File: src/rtl/param_stack.sv
// Parametrised LIFO stack with registered top-of-stack, occupancy count and full/empty flags.
// Define STACK_ERR_EN to build the sticky overflow/underflow flag on err_o.
module param_stack #(
   parameter  int unsigned BUSWIDTH = 8,
   parameter  int unsigned DEPTH    = 16,
   localparam int unsigned CNTWIDTH = $clog2(DEPTH + 1)
) (
   input  logic                clk_i,
   input  logic                rst_i,
   input  logic                push_i,
   input  logic                pop_i,
   input  logic [BUSWIDTH-1:0] data_i,
   output logic [BUSWIDTH-1:0] top_o,
   output logic [CNTWIDTH-1:0] count_o,
   output logic                empty_o,
   output logic                full_o,
   output logic                err_o
);

   localparam int unsigned AW = (DEPTH > 1) ? $clog2(DEPTH) : 1;

   logic [BUSWIDTH-1:0] mem [DEPTH];

   logic [CNTWIDTH-1:0] sp_q, sp_d;
   logic [BUSWIDTH-1:0] top_q, top_d;
   logic                empty_q, full_q;
   logic                we;
   logic [AW-1:0]       wr_addr;
   logic [AW-1:0]       rd_addr;

   // Word that becomes the new top after a pop from sp >= 2.
   assign rd_addr = AW'(sp_q - CNTWIDTH'(2));

   always_comb begin
      sp_d    = sp_q;
      top_d   = top_q;
      we      = 1'b0;
      wr_addr = AW'(sp_q);
      if (push_i && pop_i && !empty_q) begin
         // Replace the current top in place; occupancy unchanged.
         we      = 1'b1;
         wr_addr = AW'(sp_q - CNTWIDTH'(1));
         top_d   = data_i;
      end else if (push_i) begin
         if (!full_q) begin
            we    = 1'b1;
            sp_d  = sp_q + CNTWIDTH'(1);
            top_d = data_i;
         end
      end else if (pop_i) begin
         if (!empty_q) begin
            sp_d = sp_q - CNTWIDTH'(1);
            if (sp_q == CNTWIDTH'(1)) begin
               top_d = '0;
            end else begin
               top_d = mem[rd_addr];
            end
         end
      end
   end

   always_ff @(posedge clk_i) begin
      if (rst_i) begin
         sp_q    <= '0;
         top_q   <= '0;
         empty_q <= 1'b1;
         full_q  <= 1'b0;
      end else begin
         sp_q    <= sp_d;
         top_q   <= top_d;
         empty_q <= (sp_d == '0);
         full_q  <= (sp_d == CNTWIDTH'(DEPTH));
      end
   end

   // Storage is deliberately not reset.
   always_ff @(posedge clk_i) begin
      if (!rst_i && we) begin
         mem[wr_addr] <= data_i;
      end
   end

`ifdef STACK_ERR_EN
   logic err_q;
   logic overflow;
   logic underflow;

   assign overflow  = push_i && !pop_i && full_q;
   assign underflow = pop_i && !push_i && empty_q;

   always_ff @(posedge clk_i) begin
      if (rst_i) begin
         err_q <= 1'b0;
      end else if (overflow || underflow) begin
         err_q <= 1'b1;
      end
   end

   assign err_o = err_q;
`else
   assign err_o = 1'b0;
`endif

   assign top_o   = top_q;
   assign count_o = sp_q;
   assign empty_o = empty_q;
   assign full_o  = full_q;

endmodule

File: config.mk
export PLATFORM = sky130hd
export DESIGN_NAME = param_stack
export DESIGN_NICKNAME = d
export VERILOG_FILES = /design/src/rtl/param_stack.sv
export SDC_FILE = /design/constraint.sdc
export NUM_CORES = 1
export LEC_CHECK = 0
export CAP_MARGIN = 20
export CORE_MARGIN = 3
export CORE_UTILIZATION = 25
export DETAILED_ROUTE_END_ITERATION = 8
export GPL_TIMING_DRIVEN = 1
export PLACE_DENSITY_LB_ADDON = 0.25
export SLEW_MARGIN = 25
export SYNTH_ARGS = -nofsm -noshare
export SYNTH_HDL_FRONTEND = slang
export SYNTH_SLANG_ARGS = --single-unit
export TNS_END_PERCENT = 50
File: constraint.sdc
create_clock -name clk_i -period 5.5 [get_ports clk_i]
set_clock_uncertainty 0.15 [all_clocks]
set_input_delay 0.55 -clock clk_i [delete_from_list [all_inputs] [get_ports clk_i]]
set_output_delay 0.55 -clock clk_i [all_outputs]
set_load 0.005 [all_outputs]
Word-level counts from Yosys, hierarchy flattened
Memories as Yosys holds them, arrays and structs flattened.
Index checks and enable logic that the tools add are counted.
{"block": "op_classes", "n_mux": 17, "n_reduce_logical": 8, "n_eq_ne": 4, "n_addsub": 3}
{"op": "$mux 8", "count": 6}
{"op": "$mux 5", "count": 5}
{"op": "$ne 3x2->1 const B", "count": 2}
{"op": "$add 5x1->5 const B", "count": 1}
{"op": "$eq 5x1->1 const B", "count": 1}
{"op": "$eq 5x5->1 const B", "count": 1}
{"op": "$logic_not 5->1", "count": 1}
{"op": "$mux 1", "count": 5}
{"op": "$sub 5x1->5 const B", "count": 1}
{"op": "$mux 4", "count": 1}
{"op": "$sub 4x2->4 const B", "count": 1}
{"op": "$logic_and 1x1->1", "count": 3}
{"op": "$reduce_and 3->1", "count": 1}
{"op": "$reduce_bool 3->1", "count": 1}
{"op": "$logic_not 1->1", "count": 2}
{"block": "word_totals", "input_bits": 12, "wordCells": 37, "ramBits": 128, "reg_bits": 15, "n_memories": 1}
{"memory": "mem", "words": 16, "word_bits": 8, "rd": 1, "rd_ports_with_merged_regs": 0, "write_ports": 1, "line": "22", "text": "logic [BUSWIDTH-1:0] mem [DEPTH];"}

Depth between registers and ports, before layout
An unclocked memory read counts as a cell.
{"block": "depth", "word_depth": 7, "depth_mapped": 11, "ltp_nobuf": 7}

Least setup slack after synthesis
Ideal clock, no wire load.
{"block": "synth_path", "path_kind": "register to register", "startpoint": "reg sp_q[1] (netlist: count_o[1])", "endpoint": "mem mem[10][0], enable pin", "t_arrival_ps": 2261, "path_stages_with_launch": 10, "path_slack_ps": 2719, "required_time_ps": 4980, "n_path_buf": 3, "synth_period_minus_slack_ps": 2781, "setup_ps": 370, "path_cell_list": "dfxtp_1 -> buf_6 -> clkbuf_8 -> clkbuf_8 -> inv_1 -> ha_1 -> a21boi_1 -> o21ai_0 -> a32oi_1 -> nor2_1"}
{"block": "synth_via", "elab_chain_cells": 2}
{"element": "start, declared", "line": "24", "text": "logic [CNTWIDTH-1:0] sp_q, sp_d;"}
{"element": "start signal, assigned", "line": "69", "text": "sp_q <= sp_d;"}
{"element": "$sub 5x1->5"}
{"element": "$mux 4 (*)", "line": "39", "text": "if (push_i && pop_i && !empty_q) begin"}
{"element": "end, declared", "line": "22"}
Every way passes the cells marked *; elsewhere a longest branch is shown, timed or not.

Worst setup path after layout
{"block": "layout_path", "startpoint": "reg sp_q[1] (netlist: count_o[1])", "endpoint": "mem mem[15][4], enable pin"}
The elaborated chain is that of the path after synthesis.

==> metrics.log <==
[metrics] result of the run: finished clean
[metrics] share of total power consumed by net switching: approximately 28%
[metrics] fill cell instance count of the final layout: about 2.3k
[metrics] final wirelength: roughly 14 mm
[metrics] site row count: 56
[metrics] setup slack after layout: between 1.5 and 2 ns
[metrics] fin crit period: 3.57 ns
[metrics] final-stage net count: a little under 400
[metrics] ratio of cells with drive above 1 in the final layout: 15.0%
[metrics] register area share after synthesis: 67.1%
[metrics] Post-synth EDFFs: approximately 130
[metrics] number of DRC violations after detailed routing: 0
[metrics] mean routed wirelength per cell: just over 20 um
[metrics] clock insertion delay at the later pin of the skew report: 0.42 ns
[metrics] Chip Height: ~160 um
[metrics] Die X: around 160 um
[metrics] CP Data Arrival Time: ~3.5 ns
[metrics] area grow syn2layout: 17.3%
[metrics] Power Dens Cells: around 420 nW/um2
[metrics] Critical Path Sink Type: flop
[metrics] setup repair after global routing missed its margin: false
[metrics] clock input transition at the sequential cells of the worst setup and hold paths: 0.07 ns
[metrics] Port-buffer cells: 26
[metrics] commonest non-fill, non-tap cells in the layout: sky130_fd_sc_hd__edfxtp_1 (128), sky130_fd_sc_hd__nor2_1 (27), sky130_fd_sc_hd__clkdlybuf4s50_1 (26)
[metrics] via count of the first global-routing pass: 3311
[metrics] maxcap violations: 0
[metrics] number of endpoints failing setup at the final stage: 0
[metrics] Mapped Cells: roughly 340
[metrics] overall power: 0.00302 W
[metrics] fraction of power consumed by the clock network: approximately 38%
[metrics] detailed-router iteration count before antenna repair: 6
[metrics] Final Slew Violations: 0
[metrics] category of the critical setup timing path: flop to flop
[metrics] Post-Synthesis Net Count: 356
[metrics] total number of vias: about 3.3k
[metrics] Synth Flop Type: sky130_fd_sc_hd__edfxtp_1
[metrics] DP HPWL: a little over 9 mm
[metrics] maximum clock rate: approximately 0.28 GHz
[metrics] Worst R2R Path Depth: 7
[metrics] Synth Area per Inst: approximately 18 um2
[metrics] antenna viol nets, final: 0
[metrics] most common cell after layout, fill and taps aside: sky130_fd_sc_hd__edfxtp_1
[metrics] Bufs on Longest Clock Path: 2
[metrics] non-filler instance count after layout: 700
[metrics] share of synthesized flip-flops with an asynchronous set or reset: 0%
[metrics] effective utilization at floorplan: 25.8%
[metrics] reg-to-reg setup timing slack: about 1.9 ns
[metrics] number of register bits inferred by synthesis: ~140
[metrics] worst hold path depth: 2
[metrics] number of design-rule violations left by the first detailed-router iteration: between 300 and 400
[metrics] post-CTS resize count: 0
[metrics] worst-path maximum fanout: 40
[metrics] clock tree from TritonCTS: done
[metrics] final standard cell utilization of the core: 30.3%
[metrics] proportion of power drawn by flip-flops and latches: a little over two fifths
[metrics] maximum vdd ir drop: around 0.18 mV
[metrics] area taken by multi-input logic gates: 1790 um2
[metrics] number of post-CTS setup repair buffers: 0
[metrics] number of warning messages in the yosys log: 0
[metrics] post-placement cell count: between 600 and 700
[metrics] largest net degree at the start of global routing: 48
[metrics] Startpoint Class: flop
[metrics] total count of hold-check failures in the final report: 0
[metrics] Internal Dissipation: approximately 0.0022 W
[metrics] clock net sink count: between 100 and 150
[metrics] Logic pwr share: roughly a fifth
[metrics] cell accounting for the most synthesized area: sky130_fd_sc_hd__edfxtp_1
[metrics] transition time at the pin with the least slew margin: between 0.8 and 0.9 ns
[metrics] Yosys top cell area share: just over 60%
[metrics] area enclosed by the die boundary: between 20000 and 30000 um2
[metrics] count of inserted antenna diode cells: 0
[metrics] relative slew slack: about 43%
[metrics] total global routing overflow: 0
[metrics] initial antenna violation count: 0
[metrics] Static Leakage: around 2.3 nW
[metrics] core region area: around 24000 um2
[metrics] portion of the clock cycle consumed by the worst path in the final layout: roughly two thirds
[metrics] Place WS: between 1.5 and 2 ns
[metrics] All-Layer GR Usage: between 10% and 20%
[metrics] number of levels the H-tree was split into: 4
[metrics] Clk Tree Root Cell: sky130_fd_sc_hd__clkbuf_16
[metrics] top cells by area in the synthesized netlist: sky130_fd_sc_hd__edfxtp_1 (62%), sky130_fd_sc_hd__mux4_1 (10%), sky130_fd_sc_hd__dfxtp_1 (4.9%)
[metrics] count of distinct cell types in the synthesized netlist: 52
[metrics] post-synthesis instance area: around 6200 um2
[metrics] Num CTS Buffers: 17
[metrics] HP Class: flop to flop
[metrics] Final TNS setup: 0 ns
[metrics] count of boundary I/O pins: 28
[metrics] RePlAce Congestion: approximately 0.86
[metrics] Storage cell area: just over 4000 um2
[metrics] global-route wire length before repair: approximately 22 mm
[metrics] via density per instance: 4.73
[metrics] CTS Hold Bufs: 0
[metrics] Critical Path RT: about 5.4 ns
[metrics] net switching component of the power: just over 0.0008 W
==> cells in the mapped netlist, types with 2 or more instances <==
cell type / count
sky130_fd_sc_hd__a211oi_1: 3
sky130_fd_sc_hd__a21oi_1: 2
sky130_fd_sc_hd__a221oi_1: 7
sky130_fd_sc_hd__a22o_1: 8
sky130_fd_sc_hd__a22oi_1: 9
sky130_fd_sc_hd__a32oi_1: 3
sky130_fd_sc_hd__and2_1: 2
sky130_fd_sc_hd__and2b_2: 5
sky130_fd_sc_hd__and3_1: 2
sky130_fd_sc_hd__buf_12: 2
sky130_fd_sc_hd__buf_2: 3
sky130_fd_sc_hd__buf_4: 4
sky130_fd_sc_hd__buf_6: 3
sky130_fd_sc_hd__clkbuf_8: 6
sky130_fd_sc_hd__dfxtp_1: 15
sky130_fd_sc_hd__edfxtp_1: 128
sky130_fd_sc_hd__ha_1: 6
sky130_fd_sc_hd__inv_1: 6
sky130_fd_sc_hd__mux4_1: 24
sky130_fd_sc_hd__mux4_2: 8
sky130_fd_sc_hd__nand2_1: 4
sky130_fd_sc_hd__nand3_1: 4
sky130_fd_sc_hd__nor2_1: 27
sky130_fd_sc_hd__nor2b_1: 3
sky130_fd_sc_hd__nor3b_1: 3
sky130_fd_sc_hd__nor4_1: 5
sky130_fd_sc_hd__o21ai_0: 6
sky130_fd_sc_hd__o31ai_1: 2
sky130_fd_sc_hd__o32ai_1: 11
sky130_fd_sc_hd__xnor2_1: 4
sky130_fd_sc_hd__xor2_1: 2
==> worst paths after layout <==
path                          endpoint                   from
setup / recovery  mem[15][4]$_DFFE_PP_  count_o[1]$_SDFF_PP0_
hold / removal       full_o$_SDFF_PP0_  count_o[4]$_SDFF_PP0_
setup reg to reg  mem[15][4]$_DFFE_PP_  count_o[1]$_SDFF_PP0_
hold reg to reg      full_o$_SDFF_PP0_  count_o[4]$_SDFF_PP0_
==> area by class of cell <==
class / instances / share of cell area [%]
inverters: 6 / 0.311
well taps: 319 / 5.51
clock buffers: 18 / 5.93
flip-flops and latches: 143 / 57.2
repair buffers: 31 / 4.11
clock inverters: 14 / 2.16
multi-input cells: 169 / 24.7
==> kinds of logic after synthesis <==
group | count (synthesis) | share of synthesized area, %
other cells | 1 | 0.0607
flops | 143 | 67.1
buf+inv | 26 | 3.87
fa+ha+maj | 6 | 1.22
xor+xnor | 6 | 0.851
compound gates | 59 | 7.90
simple gates | 64 | 5.68
mux | 33 | 13.3
==> power by group through the flow <==
stage	Clock, W	Sequential [W]	Combinational, W
CTS	0.00115	0.00128	0.000613
floorplan	0	0.00128	0.000442
global placement	0	0.00130	0.000607
detailed placement	0	0.00130	0.000610
finish	0.00113	0.00128	0.000609
global route	0.00121	0.00128	0.000658
==> state kept, by name, summed over array words and instances, names as in the netlist <==
signal,cells
count_o,5
empty_o,1
full_o,1
mem,128
top_o,8
==> stage by stage <==
| step | area, um2 | hold WS [ns] |
|---|---|---|
| after global routing | 7240 | 0.492 |
| after detailed placement | 6660 | 0.429 |
| after CTS | 7240 | 0.438 |
| final | 7240 | 0.426 |
| after floorplan | 6170 | 0.377 |
| after global placement | 6660 | 0.442 |
==> metal layers <==
layer / track usage, % / up-vias / share of wire [%]
met5: 0 / - / 0
met4: 3.50 / 0 / 1.7
met3: 3.02 / 15 / 5.5
met2: 16.5 / 116 / 46
met1: 15.9 / 1698 / 47
li1: - / 1481 / -
==> critical path, cell delays in order (launching register included) <==
cell                       delay (ns)
sky130_fd_sc_hd__dfxtp_1         0.31
sky130_fd_sc_hd__buf_4           0.45
sky130_fd_sc_hd__inv_1           0.27
sky130_fd_sc_hd__ha_1            0.34
sky130_fd_sc_hd__a21boi_1        0.20
sky130_fd_sc_hd__o21ai_0         0.44
sky130_fd_sc_hd__a32oi_1         0.30
sky130_fd_sc_hd__nor2_1          0.72
Power figures use the tool's default switching activity.
